### src/rtl/dcache_ctrl.sv
// Direct-mapped, write-back, write-allocate data cache controller.
// One 32-bit word per line. Misses go through EVICT (dirty victim only),
// then FILL, then a single DONE cycle that finishes the load or store.
//
// Backing-memory handshake: mem_rd / mem_wr are a request level. Once
// raised, the request stays high with mem_addr / mem_wdata held stable
// until the cycle mem_ack is sampled high. mem_ack is a one-cycle pulse
// that completes the request; mem_rdata is valid alongside it. At most one
// of mem_rd / mem_wr is high at any time. An ack outside EVICT/FILL is ignored.
module dcache_ctrl #(
  parameter int ADDR_W  = 12,
  parameter int INDEX_W = 4,
  parameter int CNT_W   = 16
) (
  input  logic              clk,
  input  logic              rst_n,
  input  logic [ADDR_W-1:0] cpu_addr,
  input  logic [31:0]       cpu_wdata,
  input  logic              cpu_rd,
  input  logic              cpu_wr,
  output logic [31:0]       cpu_rdata,
  output logic              stall,
  output logic [ADDR_W-1:0] mem_addr,
  output logic [31:0]       mem_wdata,
  output logic              mem_rd,
  output logic              mem_wr,
  input  logic [31:0]       mem_rdata,
  input  logic              mem_ack,
  output logic [CNT_W-1:0]  hit_count,
  output logic [CNT_W-1:0]  miss_count,
  output logic [1:0]        o_dbg_state
);

  localparam int TAG_W = ADDR_W - INDEX_W;
  localparam int LINES = 1 << INDEX_W;

  localparam logic [1:0] S_IDLE  = 2'd0;
  localparam logic [1:0] S_EVICT = 2'd1;
  localparam logic [1:0] S_FILL  = 2'd2;
  localparam logic [1:0] S_DONE  = 2'd3;

  // Control state
  logic [1:0]        r_state;
  logic [LINES-1:0]  r_valid;
  logic [LINES-1:0]  r_dirty;
  logic              r_stall;
  logic              r_mem_rd;
  logic              r_mem_wr;
  logic [ADDR_W-1:0] r_mem_addr;
  logic [31:0]       r_mem_wdata;
  logic [31:0]       r_cpu_rdata;
  logic [CNT_W-1:0]  r_hit_count;
  logic [CNT_W-1:0]  r_miss_count;

  // Copy of the missing request; the core may change its outputs meanwhile
  logic [ADDR_W-1:0] r_lat_addr;
  logic [31:0]       r_lat_wdata;
  logic              r_lat_wr;

  // Line storage without reset; r_valid alone decides whether a line is live
  logic [TAG_W-1:0]  r_tag  [LINES];
  logic [31:0]       r_data [LINES];

  logic [INDEX_W-1:0] w_idx;
  logic [TAG_W-1:0]   w_tag;
  logic [INDEX_W-1:0] w_lat_idx;
  logic [TAG_W-1:0]   w_lat_tag;
  logic               w_req;
  logic               w_hit;
  logic               w_data_we;
  logic               w_tag_we;
  logic [INDEX_W-1:0] w_wr_idx;
  logic [31:0]        w_wr_data;

  assign w_idx     = cpu_addr[INDEX_W-1:0];
  assign w_tag     = cpu_addr[ADDR_W-1:INDEX_W];
  assign w_lat_idx = r_lat_addr[INDEX_W-1:0];
  assign w_lat_tag = r_lat_addr[ADDR_W-1:INDEX_W];
  assign w_req     = cpu_rd | cpu_wr;
  assign w_hit     = r_valid[w_idx] && (r_tag[w_idx] == w_tag);

  assign cpu_rdata   = r_cpu_rdata;
  assign stall       = r_stall;
  assign mem_addr    = r_mem_addr;
  assign mem_wdata   = r_mem_wdata;
  assign mem_rd      = r_mem_rd;
  assign mem_wr      = r_mem_wr;
  assign hit_count   = r_hit_count;
  assign miss_count  = r_miss_count;
  assign o_dbg_state = r_state;

  // Select which line word/tag is written this cycle, if any
  always_comb begin
    w_data_we = 1'b0;
    w_tag_we  = 1'b0;
    w_wr_idx  = w_lat_idx;
    w_wr_data = r_lat_wdata;
    case (r_state)
      S_IDLE: begin
        if (w_req && w_hit && cpu_wr) begin
          w_data_we = 1'b1;
          w_wr_idx  = w_idx;
          w_wr_data = cpu_wdata;
        end
      end
      S_FILL: begin
        if (mem_ack) begin
          w_data_we = 1'b1;
          w_tag_we  = 1'b1;
          w_wr_data = mem_rdata;
        end
      end
      S_DONE: begin
        if (r_lat_wr) begin
          w_data_we = 1'b1;
        end
      end
      default: ;
    endcase
  end

  // Tag and data array writes
  always_ff @(posedge clk) begin
    if (w_data_we) r_data[w_wr_idx] <= w_wr_data;
    if (w_tag_we)  r_tag[w_wr_idx]  <= w_lat_tag;
  end

  // Miss-handling FSM, line status bits, memory requests and counters
  always_ff @(posedge clk or negedge rst_n) begin
    if (!rst_n) begin
      r_state      <= S_IDLE;
      r_valid      <= '0;
      r_dirty      <= '0;
      r_stall      <= 1'b0;
      r_mem_rd     <= 1'b0;
      r_mem_wr     <= 1'b0;
      r_mem_addr   <= '0;
      r_mem_wdata  <= '0;
      r_cpu_rdata  <= '0;
      r_hit_count  <= '0;
      r_miss_count <= '0;
      r_lat_addr   <= '0;
      r_lat_wdata  <= '0;
      r_lat_wr     <= 1'b0;
    end else begin
      case (r_state)
        S_IDLE: begin
          if (w_req) begin
            if (w_hit) begin
              if (r_hit_count != {CNT_W{1'b1}}) r_hit_count <= r_hit_count + CNT_W'(1);
              if (cpu_wr) r_dirty[w_idx] <= 1'b1;
              else        r_cpu_rdata    <= r_data[w_idx];
            end else begin
              if (r_miss_count != {CNT_W{1'b1}}) r_miss_count <= r_miss_count + CNT_W'(1);
              r_lat_addr  <= cpu_addr;
              r_lat_wdata <= cpu_wdata;
              r_lat_wr    <= cpu_wr;
              r_stall     <= 1'b1;
              if (r_valid[w_idx] && r_dirty[w_idx]) begin
                r_state     <= S_EVICT;
                r_mem_wr    <= 1'b1;
                r_mem_addr  <= {r_tag[w_idx], w_idx};
                r_mem_wdata <= r_data[w_idx];
              end else begin
                r_state    <= S_FILL;
                r_mem_rd   <= 1'b1;
                r_mem_addr <= cpu_addr;
              end
            end
          end
        end
        S_EVICT: begin
          if (mem_ack) begin
            r_mem_wr   <= 1'b0;
            r_mem_rd   <= 1'b1;
            r_mem_addr <= r_lat_addr;
            r_state    <= S_FILL;
          end
        end
        S_FILL: begin
          if (mem_ack) begin
            r_mem_rd           <= 1'b0;
            r_valid[w_lat_idx] <= 1'b1;
            r_dirty[w_lat_idx] <= 1'b0;
            r_state            <= S_DONE;
          end
        end
        S_DONE: begin
          if (r_lat_wr) r_dirty[w_lat_idx] <= 1'b1;
          else          r_cpu_rdata        <= r_data[w_lat_idx];
          r_stall <= 1'b0;
          r_state <= S_IDLE;
        end
        default: r_state <= S_IDLE;
      endcase
    end
  end

endmodule

### config.mk
export PLATFORM = sky130hd
export DESIGN_NAME = dcache_ctrl
export DESIGN_NICKNAME = d
export VERILOG_FILES = /design/src/rtl/dcache_ctrl.sv
export SDC_FILE = /design/constraint.sdc
export NUM_CORES = 1
export LEC_CHECK = 0
export CAP_MARGIN = 20
export CORE_MARGIN = 3
export CORE_UTILIZATION = 25
export CTS_CLUSTER_SIZE = 10
export DETAILED_ROUTE_END_ITERATION = 6
export MAX_ROUTING_LAYER = met4
export PLACE_DENSITY = 0.48
export SYNTH_ARGS = -nofsm -noshare
export SYNTH_HDL_FRONTEND = slang
export SYNTH_SLANG_ARGS = --single-unit
### constraint.sdc
create_clock -name clk -period 13.1 [get_ports clk]
set_clock_uncertainty 0.05 [all_clocks]
set_input_delay 3.275 -clock clk [delete_from_list [all_inputs] [get_ports clk]]
set_output_delay 3.275 -clock clk [all_outputs]
set_load 0.02 [all_outputs]
# ---- Word level (Yosys, flattened, before mapping)
# Memory sizes are Yosys's and may differ from the RTL's.
# Cells that the tools add are included.
dict set report totals {
  reg_bits 190
  ram_bits 640
  in_bits 81
  output_inout_bits 113
  n_memories 2
}
dict set report classes {
  add_sub_neg 2
  n_lt_le_gt_ge 4
  eq_ne 17
  mux 57
  bitwise_logic 7
  n_reduce_logical 23
}
# memory depth width read_ports rd_ports_with_merged_regs write_ports line
set memory_table {}
lappend memory_table {r_data 16 32 2 0 1 62} ;# logic [31:0] r_data [LINES];
lappend memory_table {r_tag 16 8 1 0 1 61} ;# logic [TAG_W-1:0] r_tag [LINES];
# operator count
set ops {}
lappend ops {{two-way mux 32 bit} 6}
lappend ops {{one-hot mux 32 bit (2 select lines)} 2}
lappend ops {{two-way mux 16 bit} 5}
lappend ops {{two-way mux 12 bit} 4}
lappend ops {{bitwise OR 16 bit} 3}
lappend ops {{one-hot mux 16 bit (3 select lines)} 1}
lappend ops {{adder 16 x 1 -> 16 bit, second input constant} 2}
lappend ops {{inequality test 16 bit, second input constant} 2}
lappend ops {{one-hot mux 12 bit (2 select lines)} 1}
lappend ops {{two-way mux 1 bit} 22}
lappend ops {{inequality test 2 bit, second input constant} 11}
lappend ops {{AND reduction 4 bit} 5}
lappend ops {{bitwise AND 16 bit} 1}
lappend ops {{NOT 16 bit} 1}
lappend ops {{AND reduction 6 bit} 2}
lappend ops {{< comparator 4 x 5 -> 1 bit, second input constant} 2}
lappend ops {{two-way mux 2 bit} 5}
lappend ops {{AND reduction 5 bit} 2}
lappend ops {{binary-select mux 1 bit (select 4 bit)} 2}
lappend ops {{demux 1 bit (select 4 bit)} 2}
lappend ops {{equality test 8 bit} 1}
lappend ops {{greater-or-equal comparator 4 x 1 -> 1 bit, second input constant} 2}
lappend ops {{two-way mux 4 bit} 2}
lappend ops {{one-hot mux 2 bit (4 select lines)} 1}
lappend ops {{other kinds (12)} 23}

# ---- Depth between registers and ports, before layout
# Gate-level depths: netlist of the first run.
dict set report depth {
  ltp_word 9
  ltp_mapped 15
}

# ---- Worst setup path after synthesis of the first run
# No wires, ideal clock.
dict set report synth_timing {
  kind {input to register}
  start {input cpu_addr[0]}
  end {memory r_data[10][0], enable pin}
  t_arrival_ps 7279
  required_time_ps 12615
  path_slack_ps 5335
  path_stages 11
  path_buffers 3
  path_cell_list {buf_2 -> buf_2 -> mux4_2 -> a22o_1 -> a21oi_1 -> xor2_1 -> nand2_1 -> nor4_2 -> nand2_1 -> buf_2 -> mux2i_1}
}
dict set report synth_between {
  elab_chain_cells 9
  word_cells_on_any_way 13
}
# element line
set synth_lines {}
lappend synth_lines {{from (decl)} 17} ;# input logic [ADDR_W-1:0] cpu_addr,
lappend synth_lines {{memory read (16 x 8 bit) or binary-select mux 1 bit (select 4 bit) (tied branches)} --}
lappend synth_lines {{equality test 8 bit or two-way mux 1 bit (tied branches)} 80} ;# assign w_hit = r_valid[w_idx] && (r_tag[w_idx] == w_tag);
lappend synth_lines {{logical AND 1 bit} 80}
lappend synth_lines {{logical AND 1 bit (2 in series)} 100} ;# if (w_req && w_hit && cpu_wr) begin
lappend synth_lines {{two-way mux 1 bit} 100}
lappend synth_lines {{one-hot mux 1 bit (3 select lines)} 98} ;# case (r_state)
lappend synth_lines {{two-way mux 1 bit} 124} ;# if (w_data_we) r_data[w_wr_idx] <= w_wr_data;
lappend synth_lines {{two-way mux 1 bit (implied by the code)} 124}
lappend synth_lines {{to (decl)} 62}
# Several ways; a longest one is shown, not always the timed one. The select of a mux whose other input is x is not followed.

# ---- Final worst setup path of the first run
dict set report layout_timing {
  start {input cpu_addr[3]}
  end {memory r_data[4][30], enable pin}
}
# The elaborated chain is that of the path after synthesis.

==> impl_summary.txt, run 1 <==
----------------------------------------------------
[Worst setup path]
  Largest fanout of any net on the critical path ... 43
  Setup CP Type ... in -> reg
  Crit path DAT ... 8410 ps
  Element type at the critical path end ... flop
  Required time of the critical path ... 13,350 ps
  Worst Setup Start Kind ... input pin

[Routing]
  Number of detailed-routing iterations run before antenna repair ... 6
  Vias per cell ... 4.92
  Detail-routed net length per standard cell ... 25.6 um
  Vias after detailed routing ... 22,300
  Count of antenna-violating nets left after detailed routing ... 0
  Remaining design rule violation count ... 0
  Iteration-0 DRC Markers ... 1,896
  Detailed Route WL ... 116,000 um

[Floorplan]
  Starting utilization of the core area ... 25.3%
  Die Span X ... 399 um
  Number of top-level pins ... 194
  Row count ... 143
  Vertical die dimension ... 399 um
  Area inside the core boundary ... 153,000 um^2
  Die area ... 160,000 um^2

[Clock tree]
  Number of buffers inserted to repair setup after CTS ... 0
  Root cell of the clock tree ... clkbuf_16
  Later-pin clock latency in the skew report ... 700 ps
  Count of cells resized by post-cts repair ... 0
  Clock buffers created by TritonCTS ... 99
  Clock tree sinks ... 830
  Maximum clock path buffer count ... 3
  TritonCTS clock tree ... built
  Deepest level of the CTS H-tree ... 3
  Number of hold buffers added after CTS ... 0
  Clock-pin slew of the registers on the worst-case setup and hold paths ... 60 ps

[Power and ir drop]
  Total power density per cell area ... 218 nW/um^2
  Leakage ... 15.7 nW
  VDD IR max ... 0.000200 V

[Layout]
  Final core occ ... 30.4%
  Total Nets Final ... 2,506
  Area overhead of the layout relative to synthesis ... 20.1%
  Fraction of layout cells with a size suffix above 1 ... 29.7%
  Fill cell count ... 14,900

[Job]
  Max-Cap Viols ... 0

[Global route]
  First-pass GRT wire length ... 170,000 um
  Antenna violations before repair ... 5
  Pin count of the biggest net entering global routing ... 110
  Via count of the first global-routing pass ... 23,900
  Remaining global-route overflow ... 0
  Global routing usage summed across all routing layers ... 14.9%

[Synth]
  Synthesized instance count ... 2,204
  Number of unique standard cell types used by synthesis ... 60
  Synth Register Bits ... 830
  Summed instance area of the synthesized netlist ... 38,700 um^2
  Average cell area after synthesis ... 17.6 um^2
  Async set-reset flop share out of synthesis ... 22.9%
  Number of flops mapped to enable cells by yosys ... 640
  Dominant synthesized flop cell ... edfxtp_1
  Syn nets ... 2,291
  Sequential element share of the synthesized area ... 61.9%
  Yosys warnings ... 0

[STA]
  Setup repair after global routing missed its margin ... false
  Setup-violating endpoint count in the final report ... 0
  Tightest Pin Transition ... 1030 ps
  Worst slew slack as a fraction of its limit ... 31.2%
  Hold Violations, Final ... 0
  Min Clock Period, post-route ... 8160 ps
  Number of slew-limit violations in the final report ... 0
  Fmax ... 123 MHz
  Final period util ... 62.3%
  Final-layout setup total negative slack ... 0 ps

[Place]
  Gpl congestion ... 0.822
  Number of input and output port buffers inserted ... 193
  HPWL after DPL ... 71,100 um

[Min path]
  Min-Delay Path Class ... reg -> reg

[Run status]
  Status ... finished, final reports clean

----------------------------------------------------
-- critical path, cell delays in order --
cell and delay (ps):
buf_4 610, buf_4 720, mux2_2 420, o22a_1 230, a211o_1 320, o211ai_2 70
nand4_2 230, nor4_4 310, buf_4 430, nand2_2 680, mux2i_4 350, buf_4 640
-- power breakdown --
| part | switching (mW) | leakage (nW) | internal (mW) |
|---|---|---|---|
| Sequential | 0.389 | 8.16 | 3.74 |
| Clock | 1.10 | 1.45 | 1.48 |
| Combinational | 1.92 | 6.05 | 1.50 |
| Total | 3.41 | 15.7 | 6.71 |
-- placed cells by master (no fill, tap or decap), types with 38 or more instances in the layout --
| cell type | netlist | layout |
|---|---|---|
| edfxtp_1 | 640 | 640 |
| a21oi_1 | 40 | 39 |
| mux4_2 | 353 | 353 |
| nor2_1 | 38 | 38 |
| clkbuf_1 | 89 | 54 |
| dfrtp_1 | 190 | 186 |
| o21ai_0 | 55 | 52 |
| buf_4 | 9 | 85 |
| clkdlybuf4s50_1 | 0 | 188 |
| mux2_2 | 102 | 102 |
| mux2i_1 | 78 | 62 |
| nand2_1 | 189 | 187 |
| clkbuf_16 | 0 | 99 |
| a22oi_1 | 55 | 55 |
-- worst paths after layout --
| path | start | to | slack, ps | cells after the start |
|---|---|---|---|---|
| worst max-delay path | cpu_addr[3] | r_data[4][30] | 4940 | 12 |
| worst min-delay path | r_valid[3] | r_valid[3] | 400 | 1 |
| worst max register to register | r_tag[4][6] | r_data[4][30] | 8490 | 9 |
| worst min register to register | r_valid[3] | r_valid[3] | 400 | 1 |
| max in group asynchronous | rst_n | mem_addr[9] | 8800 | 4 |
| min in group asynchronous | rst_n | cpu_rdata[6] | 2450 | 1 |
-- per-stage QoR --
stage,power (mW),cells,cell area [um^2],setup WS (ps),hold WS [ps]
after floorplan,6.16,2204,38700,5340,373
final,10.1,4531,46500,4940,405
after global routing,10.6,4531,46500,4790,420
after detailed placement,7.65,4344,43400,4190,393
after global placement,7.54,4341,43400,4320,386
after CTS,10.3,4524,46400,4970,406
-- synth_stat cells (all sizes together), types with 11 or more instances --
master	number	share of area [%]
edfxtp	640	50
mux4	353	21
dfrtp	190	12
nand2	190	1.8
mux2	133	4.2
clkbuf	90	0.88
buf	79	1.1
mux2i	78	2.0
a22oi	55	1.1
o21ai	55	0.71
a21oi	40	0.52
nor2	38	0.37
nor3	33	0.43
nand4	31	0.52
a21o	30	0.58
xnor2	20	0.47
o2bb2ai	16	0.36
xor2	16	0.36
and3	14	0.23
nand2b	12	0.19
nand3	11	0.14
-- layout make-up --
class | instances | area [um^2] | area share, %
Timing Repair Buffer | 283 | 2690 | 5.78
Clock buffer | 161 | 2790 | 6.00
Tap cell | 2030 | 2540 | 5.46
Inverter | 9 | 33.8 | 0.0727
Sequential cell | 830 | 24000 | 51.6
Antenna cell | 3 | 7.51 | 0.0162
Clock inverter | 19 | 235 | 0.506
Multi-Input combinational cell | 1196 | 14200 | 30.6
-- routing by layer --
| layer | vias to the layer above | GRT usage, % | wire length (um) |
|---|---|---|---|
| li1 | 9442 | - | - |
| met1 | 11900 | 19.0 | 49400 |
| met2 | 750 | 24.3 | 57200 |
| met3 | 181 | 2.47 | 6500 |
| met4 | 0 | 4.63 | 3040 |
| met5 | - | - | 0 |
-- registers in the layout, indices dropped and copies added, names as in the netlist, 2 cells and up --
register / cells
mem_wdata: 32
r_lat_addr: 12
hit_count: 16
r_dirty: 16
cpu_rdata: 32
r_valid: 16
miss_count: 16
mem_addr: 12
r_tag: 128
o_dbg_state: 2
r_data: 512
r_lat_wdata: 32
-- cell families (layout without fill, tap and decap cells) --
| kind of cell | count (synthesis) | in the layout | share of synthesized area (%) |
|---|---|---|---|
| buffers and inverters | 178 | 472 | 2.02 |
| AO/OA/AOI/OAI | 231 | 231 | 4.02 |
| other | 0 | 3 | 0 |
| flip-flops | 830 | 830 | 61.9 |
| AND/OR/NAND/NOR | 359 | 359 | 4.28 |
| multiplexers | 564 | 564 | 26.7 |
| XOR/XNOR | 36 | 36 | 0.834 |
| adder cells (fa/ha/maj) | 6 | 6 | 0.194 |
(Power assumes the default switching activity.)
==> inputs of run 2 (changes only) <==
- PLACE_DENSITY: 0.48 -> 0.49
- clock period: 13.1 -> 7.5 ns (I/O delays scaled with it)
==> impl_summary.txt, run 2 (same netlist as run 1, synthesis figures left out) <==
----------------------------------------------------
[STA]
  Hold Violations, Final ... 0 (unchanged)
  Final period util ... 78.2%
  Setup repair after global routing missed its margin ... false (unchanged)
  Min Clock Period, post-route ... 5870 ps
  Setup-violating endpoint count in the final report ... 0 (unchanged)
  Number of slew-limit violations in the final report ... 0 (unchanged)
  Fmax ... 170 MHz
  Worst slew slack as a fraction of its limit ... 27.0% (was 31.2%)
  Final-layout setup total negative slack ... 0 ps (unchanged)
  Tightest Pin Transition ... 1100 ps (was 1030 ps)
  Setup slack of the critical path after layout ... 1630 ps (was 4940 ps)

[Worst setup path]
  Largest fanout of any net on the critical path ... 34 (was 43)
  Setup CP Type ... in -> reg (unchanged)
  Element type at the critical path end ... flop (unchanged)
  Library cell appearing most often on the critical path ... buf_4 (unchanged)
  Worst path slowest cell ... buf_4 (unchanged)
  Flop2flop setup slack ... 3240 ps (was 8490 ps)
  Crit path DAT ... 6280 ps (was 8410 ps)
  Required time of the critical path ... 7920 ps (was 13,350 ps)
  Cells traversed along the worst timing path ... buf_4 -> buf_4 -> nor2b_1 -> a22o_1 -> a21oi_1 -> xor2_1 -> nand2_1 -> nor4_4 -> buf_4 -> buf_4 -> mux2i_1 -> o21ai_0 -> buf_4 (was buf_4 -> buf_4 -> mux2_2 -> o22a_1 -> a211o_1 -> o211ai_2 -> nand4_2 -> nor4_4 -> buf_4 -> nand2_2 -> mux2i_4 -> buf_4)
  Worst Setup Start Kind ... input pin (unchanged)
  Largest stage delay, worst path ... 660 ps (was 720 ps)

[Global route]
  Pin count of the biggest net entering global routing ... 96 (was 110)
  Via count of the first global-routing pass ... 24,000 (was 23,900)
  Antenna violations before repair ... 3 (was 5)
  Remaining global-route overflow ... 0 (unchanged)
  First-pass GRT wire length ... 177,000 um (was 170,000 um)
  Global routing usage summed across all routing layers ... 15.7% (was 14.9%)

[Power and ir drop]
  Cell internal pwr ... 11.7 mW (was 6.71 mW)
  Proportion of total power due to net switching ... 33.7% (about the same)
  Switching pwr ... 5.96 mW (was 3.41 mW)
  Leakage ... 15.7 nW (about the same)
  Combinational power share ... 34.2% (was 33.7%)
  VDD IR max ... 0.000195 V (was 0.000200 V)
  Clock power share ... 25.2% (was 25.5%)
  Portion of total power attributed to sequential cells ... 40.6% (was 40.8%)
  Power Total ... 17.7 mW (was 10.1 mW)
  Total power density per cell area ... 378 nW/um^2 (was 218 nW/um^2)

[Place]
  Number of input and output port buffers inserted ... 193 (unchanged)
  Gpl congestion ... 0.788 (was 0.822)
  Worst-case setup slack after placement ... 924 ps (was 4190 ps)
  HPWL after DPL ... 73,700 um (was 71,100 um)
  Placed cell count ... 4,361 (was 4,344)

[Layout]
  Total Nets Final ... 2,521 (was 2,506)
  Area overhead of the layout relative to synthesis ... 20.8% (was 20.1%)
  Register with the most flip-flops ... r_data (unchanged)
  Final core occ ... 30.6% (was 30.4%)
  Leading cell type in the layout, fill and taps excluded ... edfxtp_1 (unchanged)
  Fill cell count ... 14,900 (about the same)
  Most used cells in the layout excluding fill and tap cells ... edfxtp_1, mux4_2, clkdlybuf4s50_1 (unchanged)
  Fraction of layout cells with a size suffix above 1 ... 29.9% (was 29.7%)
  Largest registers in the final layout ... r_data (512), r_tag (128) (unchanged)
  Layout Cells excl Fill ... 4,551 (was 4,531)
  Flip-flop count of the largest register after layout ... 512 (unchanged)

[Run status]
  Status ... finished, final reports clean (unchanged)

[Clock tree]
  Number of hold buffers added after CTS ... 0 (unchanged)
  Count of cells resized by post-cts repair ... 0 (unchanged)
  Root cell of the clock tree ... clkbuf_16 (unchanged)
  Clock buffers created by TritonCTS ... 98 (was 99)
  Deepest level of the CTS H-tree ... 3 (unchanged)
  TritonCTS clock tree ... built (unchanged)
  Later-pin clock latency in the skew report ... 720 ps (was 700 ps)
  Clock-pin slew of the registers on the worst-case setup and hold paths ... 50 ps (was 60 ps)
  Number of buffers inserted to repair setup after CTS ... 0 (unchanged)
  Maximum clock path buffer count ... 3 (unchanged)
  Clock tree sinks ... 830 (unchanged)

[Routing]
  Detail-routed net length per standard cell ... 26.8 um (was 25.6 um)
  Count of antenna-violating nets left after detailed routing ... 0 (unchanged)
  Vias per cell ... 5.01 (was 4.92)
  Remaining design rule violation count ... 0 (unchanged)
  Vias after detailed routing ... 22,800 (was 22,300)
  Detailed Route WL ... 122,000 um (was 116,000 um)
  Number of detailed-routing iterations run before antenna repair ... 5 (was 6)
  Iteration-0 DRC Markers ... 2,164 (was 1,896)

[Floorplan]
  Number of top-level pins ... 194 (unchanged)
  Die area ... 160,000 um^2 (unchanged)
  Die Span X ... 399 um (unchanged)
  Row count ... 143 (unchanged)
  Starting utilization of the core area ... 25.3% (unchanged)
  Vertical die dimension ... 399 um (unchanged)
  Area inside the core boundary ... 153,000 um^2 (unchanged)

[Min path]
  Min-Delay Path Class ... reg -> reg (unchanged)

[Job]
  Max-Cap Viols ... 0 (unchanged)

----------------------------------------------------
-- run 2: cell count changes in the layout (fill, tap and decap cells not counted), moves of 2 or more --
cell | before | now
buf_12 | 3 | 20
clkbuf_1 | 54 | 65
clkbuf_8 | 9 | 4
clkinvlp_4 | 2 | 0
inv_6 | 2 | 4
o21ai_0 | 52 | 55
o21ai_1 | 3 | 0
-- run 2: path summary, 6_finish.rpt --
path | from | cells past startpoint | to
max | cpu_addr[2] | 13 | r_data[5][0]
min | r_valid[3] | 1 | r_valid[3]
min in group asynchronous | rst_n | 1 | cpu_rdata[23]
min reg2reg | r_valid[3] | 1 | r_valid[3]
max in group asynchronous | rst_n | 2 | r_lat_addr[0]
max reg2reg | r_tag[15][5] | 11 | r_data[5][0]
-- run 2: through the flow --
| step | hold WS, ps | instance area, um^2 |
|---|---|---|
| floorplan | 373 | 38700 |
| global placement | 382 | 43700 |
| detailed placement | 393 | 43700 |
| CTS | 406 | 46700 |
| global route | 420 | 46700 |
| finish | 400 | 46700 |
-- run 2: area by class of cell --
type                    instances  area, um^2  area share [%]
multi-input cells            1196       14200            30.4
flip-flops and latches        830       24000            51.3
diodes                          3        7.51          0.0161
clock inverters                17         214           0.458
inverters                       9        33.8          0.0723
clock buffers                 167        2750            5.89
repair buffers                299        3010            6.43
well taps                    2030        2540            5.43
-- run 2: power by group through the flow --
| stage | logic [mW] | clock network [mW] | registers [mW] |
|---|---|---|---|
| 2_1_floorplan | 3.52 | 0 | 7.24 |
| 3_3_place_gp | 5.96 | 0 | 7.22 |
| 3_5_place_dp | 6.10 | 0 | 7.25 |
| 4_1_cts | 6.12 | 4.58 | 7.17 |
| 5_1_grt | 6.50 | 4.78 | 7.26 |
| 6_report | 6.05 | 4.45 | 7.17 |
-- run 2: worst max-delay path: cells and delay by family --
family / cells / cell delay [ps]
AO/OA/AOI/OAI: 3 / 430
XOR/XNOR: 1 / 150
buffers and inverters: 5 / 2500
multiplexers: 1 / 250
AND/OR/NAND/NOR: 3 / 880
-- run 2: layer usage --
layer	track usage [%]	up-vias	share of wire (%)
met3	2.81	157	6.3
met5	-	-	0
met1	20.6	12300	43
met4	3.94	0	1.9
li1	-	9478	-
met2	25.3	836	49
